`src/rtl/panda_risc_v_div_scheduler.sv`:
```
// Dispatch/completion controller for the 33-bit multi-cycle divider: operand extension,
// in-flight cap, flush kill accounting and a 1-entry result cache for repeated divisions.
module panda_risc_v_div_scheduler #(
  parameter int inst_id_width   = 4,
  parameter int max_outstanding = 3,
  parameter bit en_res_cache    = 1'b1
) (
  input  logic                     clk,
  input  logic                     rst,
  input  logic                     flush,

  input  logic [1:0]               s_req_op,
  input  logic [31:0]              s_req_op_a,
  input  logic [31:0]              s_req_op_b,
  input  logic [4:0]               s_req_rd_id,
  input  logic [inst_id_width-1:0] s_req_inst_id,
  input  logic                     s_req_valid,
  output logic                     s_req_ready,

  output logic [32:0]              m_div_req_op_a,
  output logic [32:0]              m_div_req_op_b,
  output logic                     m_div_req_rem_sel,
  output logic [4:0]               m_div_req_rd_id,
  output logic [inst_id_width-1:0] m_div_req_inst_id,
  output logic                     m_div_req_valid,
  input  logic                     m_div_req_ready,

  input  logic [31:0]              s_div_res_data,
  input  logic [4:0]               s_div_res_rd_id,
  input  logic [inst_id_width-1:0] s_div_res_inst_id,
  input  logic                     s_div_res_valid,
  output logic                     s_div_res_ready,

  output logic [31:0]              m_res_data,
  output logic [4:0]               m_res_rd_id,
  output logic [inst_id_width-1:0] m_res_inst_id,
  output logic                     m_res_valid,
  input  logic                     m_res_ready
);

  localparam int tag_w = 66;

  logic [2:0]       outstanding;
  logic [2:0]       kill_cnt;
  logic [tag_w-1:0] req_tag;
  logic [tag_w-1:0] last_tag;
  logic [tag_w-1:0] cache_tag;
  logic [31:0]      cache_data;
  logic             cache_valid;

  logic hit;
  logic out_free;
  logic below_max;
  logic issue;
  logic hit_acc;
  logic ret;
  logic drop;
  logic deliver;

  assign req_tag = {s_req_op, s_req_op_a, s_req_op_b};

  // op[0] selects unsigned: bit 32 is zero, otherwise a copy of bit 31
  assign m_div_req_op_a    = {~s_req_op[0] & s_req_op_a[31], s_req_op_a};
  assign m_div_req_op_b    = {~s_req_op[0] & s_req_op_b[31], s_req_op_b};
  assign m_div_req_rem_sel = s_req_op[1];
  assign m_div_req_rd_id   = s_req_rd_id;
  assign m_div_req_inst_id = s_req_inst_id;

  // Hits are only allowed while the divider is empty so results stay in issue order
  assign hit = en_res_cache && cache_valid && (outstanding == 3'd0) &&
               (kill_cnt == 3'd0) && (req_tag == cache_tag);

  assign out_free  = !m_res_valid || m_res_ready;
  assign below_max = outstanding < 3'(max_outstanding);

  assign s_req_ready     = !flush && (hit ? out_free : (m_div_req_ready && below_max));
  assign m_div_req_valid = s_req_valid && !flush && !hit && below_max;

  assign issue   = m_div_req_valid && m_div_req_ready;
  assign hit_acc = s_req_valid && s_req_ready && hit;

  // Killed results are always sunk; live ones wait for room in the output register
  assign s_div_res_ready = flush || (kill_cnt != 3'd0) || out_free;
  assign ret             = s_div_res_valid && s_div_res_ready;
  assign drop            = ret && (flush || (kill_cnt != 3'd0));
  assign deliver         = ret && !drop;

  always_ff @(posedge clk) begin
    if (rst) begin
      outstanding <= 3'd0;
      kill_cnt    <= 3'd0;
    end else begin
      outstanding <= outstanding + {2'b00, issue} - {2'b00, ret};
      if (flush)
        kill_cnt <= outstanding - {2'b00, ret};
      else if (drop)
        kill_cnt <= kill_cnt - 3'd1;
    end
  end

  // last_tag follows the youngest issued op; it becomes the cache tag when that op returns
  always_ff @(posedge clk) begin
    if (rst) begin
      last_tag    <= '0;
      cache_tag   <= '0;
      cache_data  <= '0;
      cache_valid <= 1'b0;
    end else begin
      if (issue)
        last_tag <= req_tag;
      if (deliver && (outstanding == 3'd1)) begin
        cache_tag   <= last_tag;
        cache_data  <= s_div_res_data;
        cache_valid <= 1'b1;
      end
    end
  end

  always_ff @(posedge clk) begin
    if (rst) begin
      m_res_valid   <= 1'b0;
      m_res_data    <= '0;
      m_res_rd_id   <= '0;
      m_res_inst_id <= '0;
    end else if (flush) begin
      m_res_valid <= 1'b0;
    end else if (hit_acc) begin
      m_res_valid   <= 1'b1;
      m_res_data    <= cache_data;
      m_res_rd_id   <= s_req_rd_id;
      m_res_inst_id <= s_req_inst_id;
    end else if (deliver) begin
      m_res_valid   <= 1'b1;
      m_res_data    <= s_div_res_data;
      m_res_rd_id   <= s_div_res_rd_id;
      m_res_inst_id <= s_div_res_inst_id;
    end else if (m_res_ready) begin
      m_res_valid <= 1'b0;
    end
  end

endmodule

```
`config.mk`:
```
export PLATFORM = sky130hd
export DESIGN_NAME = panda_risc_v_div_scheduler
export DESIGN_NICKNAME = d
export VERILOG_FILES = /design/src/rtl/panda_risc_v_div_scheduler.sv
export SDC_FILE = /design/constraint.sdc
export NUM_CORES = 1
export LEC_CHECK = 0
export ABC_AREA = 1
export BUFFER_PORTS_ARGS = -buffer_cell sky130_fd_sc_hd__buf_2
export CAP_MARGIN = 20
export CORE_ASPECT_RATIO = 0.7
export CORE_MARGIN = 2
export CORE_UTILIZATION = 54
export CTS_CLUSTER_DIAMETER = 50
export DETAILED_ROUTE_END_ITERATION = 8
export PLACE_DENSITY = 0.78
export SLEW_MARGIN = 20
export SYNTH_ARGS = -nofsm -noshare
export SYNTH_HDL_FRONTEND = slang
export SYNTH_SLANG_ARGS = --single-unit
```
`constraint.sdc`:
```
create_clock -name clk -period 3.6 [get_ports clk]
set_clock_uncertainty 0.2 [all_clocks]
set_input_delay 0.54 -clock clk [delete_from_list [all_inputs] [get_ports clk]]
set_output_delay 0.54 -clock clk [all_outputs]
set_load 0.005 [all_outputs]
```
# Yosys cells after proc, flatten, opt, wreduce, memory -nomap -nowiden

Cells that the tools add are included.

Bits in registers: 213
Bits of input ports: 123
Output and inout bits: 121
Logic and storage cells: 63

Add/subtract/negate cells: 4
Order comparisons: 1
Equality and inequality tests: 2
Multiplexer cells: 12
Bitwise operators: 4
Reductions and logical operators: 30

Operators with widths:

| cell                                                                          | count |
|---|---|
| 66-bit equality test                                                          | 1 |
| 32-bit two-way mux                                                            | 2 |
| 1-bit logical AND                                                             | 15 |
| 5-bit two-way mux                                                             | 2 |
| 4-bit two-way mux                                                             | 2 |
| 3-bit zero test                                                               | 2 |
| 3-bit two-way mux                                                             | 2 |
| 3-bit nonzero test                                                            | 2 |
| 3-bit by 1-bit subtractor with 3-bit output                                   | 2 |
| 1-bit zero test                                                               | 4 |
| 1-bit two-way mux                                                             | 4 |
| 2-bit nonzero test                                                            | 2 |
| 3-bit by 1-bit adder with 3-bit output                                        | 1 |
| 3-bit by 1-bit equality test with 1-bit output (second input constant)        | 1 |
| 1-bit logical OR                                                              | 3 |
| 3-bit by 2-bit less-than comparator with 1-bit output (second input constant) | 1 |
| 3-bit by 1-bit subtractor with 3-bit output (second input constant)           | 1 |
| 1-bit bitwise AND                                                             | 2 |
| 1-bit inverter                                                                | 2 |
| 2-bit AND reduction                                                           | 1 |
| 2-bit OR reduction                                                            | 1 |

# Depth between registers and ports, before layout

Word-level depth: 10
Depth in mapped cells: 22
Mapped depth without buffers: 21

# Worst setup path after synthesis

No wires, ideal clock.

Path type: input port to flip-flop
Start: in s_req_op_b[31]
End: reg outstanding[2]
Setup time: 128 ps
Arrival: 2543 ps
Required time: 3272 ps
Slack: 730 ps
Stages on the path: 22
Path buffers: 1
Path through: inv_1 -> nand2_1 -> nand2_1 -> nor2_1 -> nand2_1 -> nor2_1 -> nand2_1 -> nor2_1 -> nand2_1 -> nor2_2 -> inv_2 -> nand2_1 -> inv_2 -> nand2_2 -> buf_2 -> ha_1 -> inv_1 -> ha_1 -> inv_1 -> fa_1 -> xor2_1 -> nor2_1

Longest elaborated chain between the ends: 8

RTL lines:

| what                                        | RTL line | RTL |
|---|---|---|
| from (decl)                                 | 14       | `input logic [31:0] s_req_op_b,` |
| 66-bit equality test                        | 71       | `(kill_cnt == 3'd0) && (req_tag == cache_tag);` |
| 1-bit logical AND                           | 71       |  |
| 1-bit zero test                             | 77       | `assign m_div_req_valid = s_req_valid && !flush && !hit && below_max;` |
| 1-bit logical AND (2 in a row)              | 77       |  |
| 1-bit logical AND                           | 79       | `assign issue = m_div_req_valid && m_div_req_ready;` |
| 3-bit by 1-bit adder with 3-bit output      | 93       | `outstanding <= outstanding + {2'b00, issue} - {2'b00, ret};` |
| 3-bit by 1-bit subtractor with 3-bit output | 93       |  |
| to (signal assigned)                        | 93       |  |
| to (decl)                                   | 43       | `logic [2:0] outstanding;` |

Every way passes these cells.
A chain may end at the register's enable or synchronous reset.

# Final worst setup path

Start: reg kill_cnt[0]
End: out m_div_req_valid

Longest elaborated chain between the ends: 6

RTL lines:

| what                           | RTL line | RTL |
|---|---|---|
| from (decl)                    | 44       | `logic [2:0] kill_cnt;` |
| from (signal assigned)         | 95       | `kill_cnt <= outstanding - {2'b00, ret};` |
| from (signal assigned)         | 97       | `kill_cnt <= kill_cnt - 3'd1;` |
| 3-bit zero test                | 71       |  |
| 1-bit logical AND              | 70       | `assign hit = en_res_cache && cache_valid && (outstanding == 3'd0) &&` |
| 1-bit logical AND              | 71       |  |
| 1-bit zero test                | 77       |  |
| 1-bit logical AND (2 in a row) | 77       |  |
| to (decl)                      | 25       | `output logic m_div_req_valid,` |

Every way passes these cells.

==> results by group <==
Synthesis
  – Ys Warns: 0
  – #FFs+latches synth: 213
  – Synth Net Count: 1708
  – Synthesized area: 10400 um^2
  – Post-synthesis sequential area ratio: 0.409
  – Syn avg cell area: 6.62 um^2
  – Cell count after synthesis: 1577
  – Netlist cell types: 31

Worst setup path
  – CP Capture Type: primary output
  – Crit path DAT: 2570 ps
  – Worst Setup Start Kind: flop
  – FF-to-FF path depth: 21
  – Req. time, crit path: 2860 ps
  – Crit path kind: flop to primary output
  – Critical path fanouts, max: 33

STA
  – Setup TNS: 0 ps
  – RSZ-0062 raised after global routing: false
  – Max_slew headroom: 0.381
  – Final Hold Fails: 0
  – Setup-failing EPs final: 0
  – Slew Limit Fails: 0
  – Final period utilization: 0.918
  – Fmax: 0.303 GHz
  – Crit path time final: 3310 ps
  – Worst-Margin Slew: 928 ps

GRT
  – GR met3 Demand/Resource: 0.0380
  – Met2 usage: 0.385
  – Total GRT Usage: 0.244
  – Largest net degree at the start of global routing: 103
  – First-pass GRT wire length: 41300 um
  – Vias in the first global route: ~8400
  – Remaining Overflow, GRT: 0
  – Global routing's busiest layer: met2
  – M1 GR Usage: 0.352
  – Initial antenna violation count: 1

Flow run
  – Maxcap violations: 0

Status
  – Status: finished, final reports clean

Pwr
  – Tot Pwr: 5.70 mW
  – VDD IR max: roughly 270 uV
  – Leak: roughly 6.1 nW
  – Pwr/cell area: 484 nW/um^2

Floorplanning
  – Initial Util: 0.552
  – Die ar.: 20500 um^2
  – Die Y: about 120 um
  – CORE AREA: 18900 um^2
  – Die Wd: 170 um
  – Row count: 42
  – I/O pin cnt: ~240

Clock network
  – H-tree Lvls: 1
  – Post-CTS setup buffers: 0
  – Maximum clock insertion buffer count: 3
  – CTS buffer count: 22
  – Post_cts resized: 0
  – Cts hold-fix bufs: 0
  – Clk_lat worst skew: about 500 ps
  – Clock sink count: 213
  – Clk slew on worst S/H paths: 70 ps
  – Root buf cell: clkbuf_16
  – CTS tree: done

Detailed routing
  – Vias per Instance: roughly 5
  – Routed wire length: 25700 um
  – DRT antenna net count: 0
  – 1st-iter DRT viols: 790
  – TritonRoute pass-1 iters: 5
  – Average wire per standard cell: 13.2 um
  – DRC errors left: 0
  – Vias: 9700

Placement
  – Port Buffer Count: roughly 240
  – RePlAce Congestion: just under 0.8
  – Post-DP HPWL: about 16000 um

Finish
  – Commonest non-fill, non-tap cell in the layout: nand2_1
  – Nets: 1828
  – Area Growth Syn to Fin: 12.8%
  – Most frequent cells in the layout: nand2_1 (370), buf_2 (243), dfxtp_1 (213)
  – Layout cells sized above 1: 0.177

Hold path
  – Min-delay worst type: input pin to flop
  – Hold Crit Depth: 3
[through the flow]
| stage | worst slack, ps | hold WS (ps) | area, um^2 | util | cells |
|---|---|---|---|---|---|
| finish | 294 | 79.3 | 11800 | 0.622 | 1951 |
| global route | 57.4 | 74.5 | 11800 | 0.622 | 1950 |
| CTS | 237 | 69.8 | 11800 | 0.622 | 1950 |
| detailed placement | 318 | 250 | 11100 | 0.587 | 1915 |
| global placement | 363 | 245 | 11100 | 0.587 | 1915 |
| floorplan | 730 | 236 | 10400 | - | 1577 |
[routing by layer]
metal | up-vias | part of all wire
met4 | 0 | 0.016
met2 | 307 | 0.44
met1 | 4348 | 0.48
met3 | 32 | 0.065
li1 | 5013 | -
met5 | - | 0
[logic make-up (layout without fill, tap and decap cells)]
family          after synthesis  count (layout)  synth area share
compound gates              220             220             0.107
xor+xnor                     14              14            0.0118
fa+ha+maj                     8               8            0.0103
buf+inv                     388             519             0.176
flops                       213             213             0.409
other cells                   0               1                 0
simple gates                734             734             0.287
[sequential cells by signal, indices dropped and copies added, names as in the netlist, 3 cells and up]
name / count
last_tag: 66
cache_tag: 66
cache_data: 32
outstanding: 3
m_res_rd_id: 5
m_res_inst_id: 4
kill_cnt: 3
m_res_data: 32
[cells in the mapped netlist (all sizes together)]
master	n	share of area
a211oi	1	0.00072
a21oi	107	0.052
and3	1	0.00060
buf	123	0.080
clkbuf	38	0.014
clkinv	20	0.0072
dfxtp	213	0.41
fa	1	0.0019
ha	7	0.0084
inv	207	0.074
nand2	372	0.13
nand3	152	0.073
nand3b	1	0.00072
nand4	3	0.0018
nor2	200	0.072
nor3	1	0.00048
nor4	1	0.0020
o211ai	2	0.0014
o21ai	107	0.051
o22ai	3	0.0018
or2	3	0.0018
xnor2	12	0.010
xor2	2	0.0017
[final timing paths]
check | start | to | slack [ps]
max | kill_cnt[0] | m_div_req_valid | 290
min | s_div_res_data[22] | cache_data[22] | 80
max reg2reg | kill_cnt[0] | outstanding[2] | 530
min reg2reg | last_tag[23] | last_tag[23] | 260
[power breakdown]
| group | switching (mW) | internal, mW | total [mW] |
|---|---|---|---|
| logic | 0.572 | 0.372 | 0.944 |
| clock network | 0.930 | 1.20 | 2.13 |
| registers | 0.0945 | 2.53 | 2.62 |
| total | 1.60 | 4.10 | 5.70 |
[layout make-up]
type	instances	area (um^2)
diodes	1	2.50
clock inverters	6	38.8
well taps	242	303
fillers	1821	7150
multi-input cells	976	4340
flip-flops and latches	213	4260
clock buffers	29	618
inverters	227	857
repair buffers	257	1350
[critical path: stages (launching register included)]
cell and delay (ps):
dfxtp_1 310, inv_1 110, ha_1 160, nand2_1 70
nor2_1 160, nand3_1 100, nor2_1 120, nand2_1 80
nor2_2 150, nand2_1 90, nor2_2 110, inv_2 50
nand2_1 60, inv_2 40, buf_4 250, buf_2 180
Note: power is estimated with default switching activity, not from simulation.
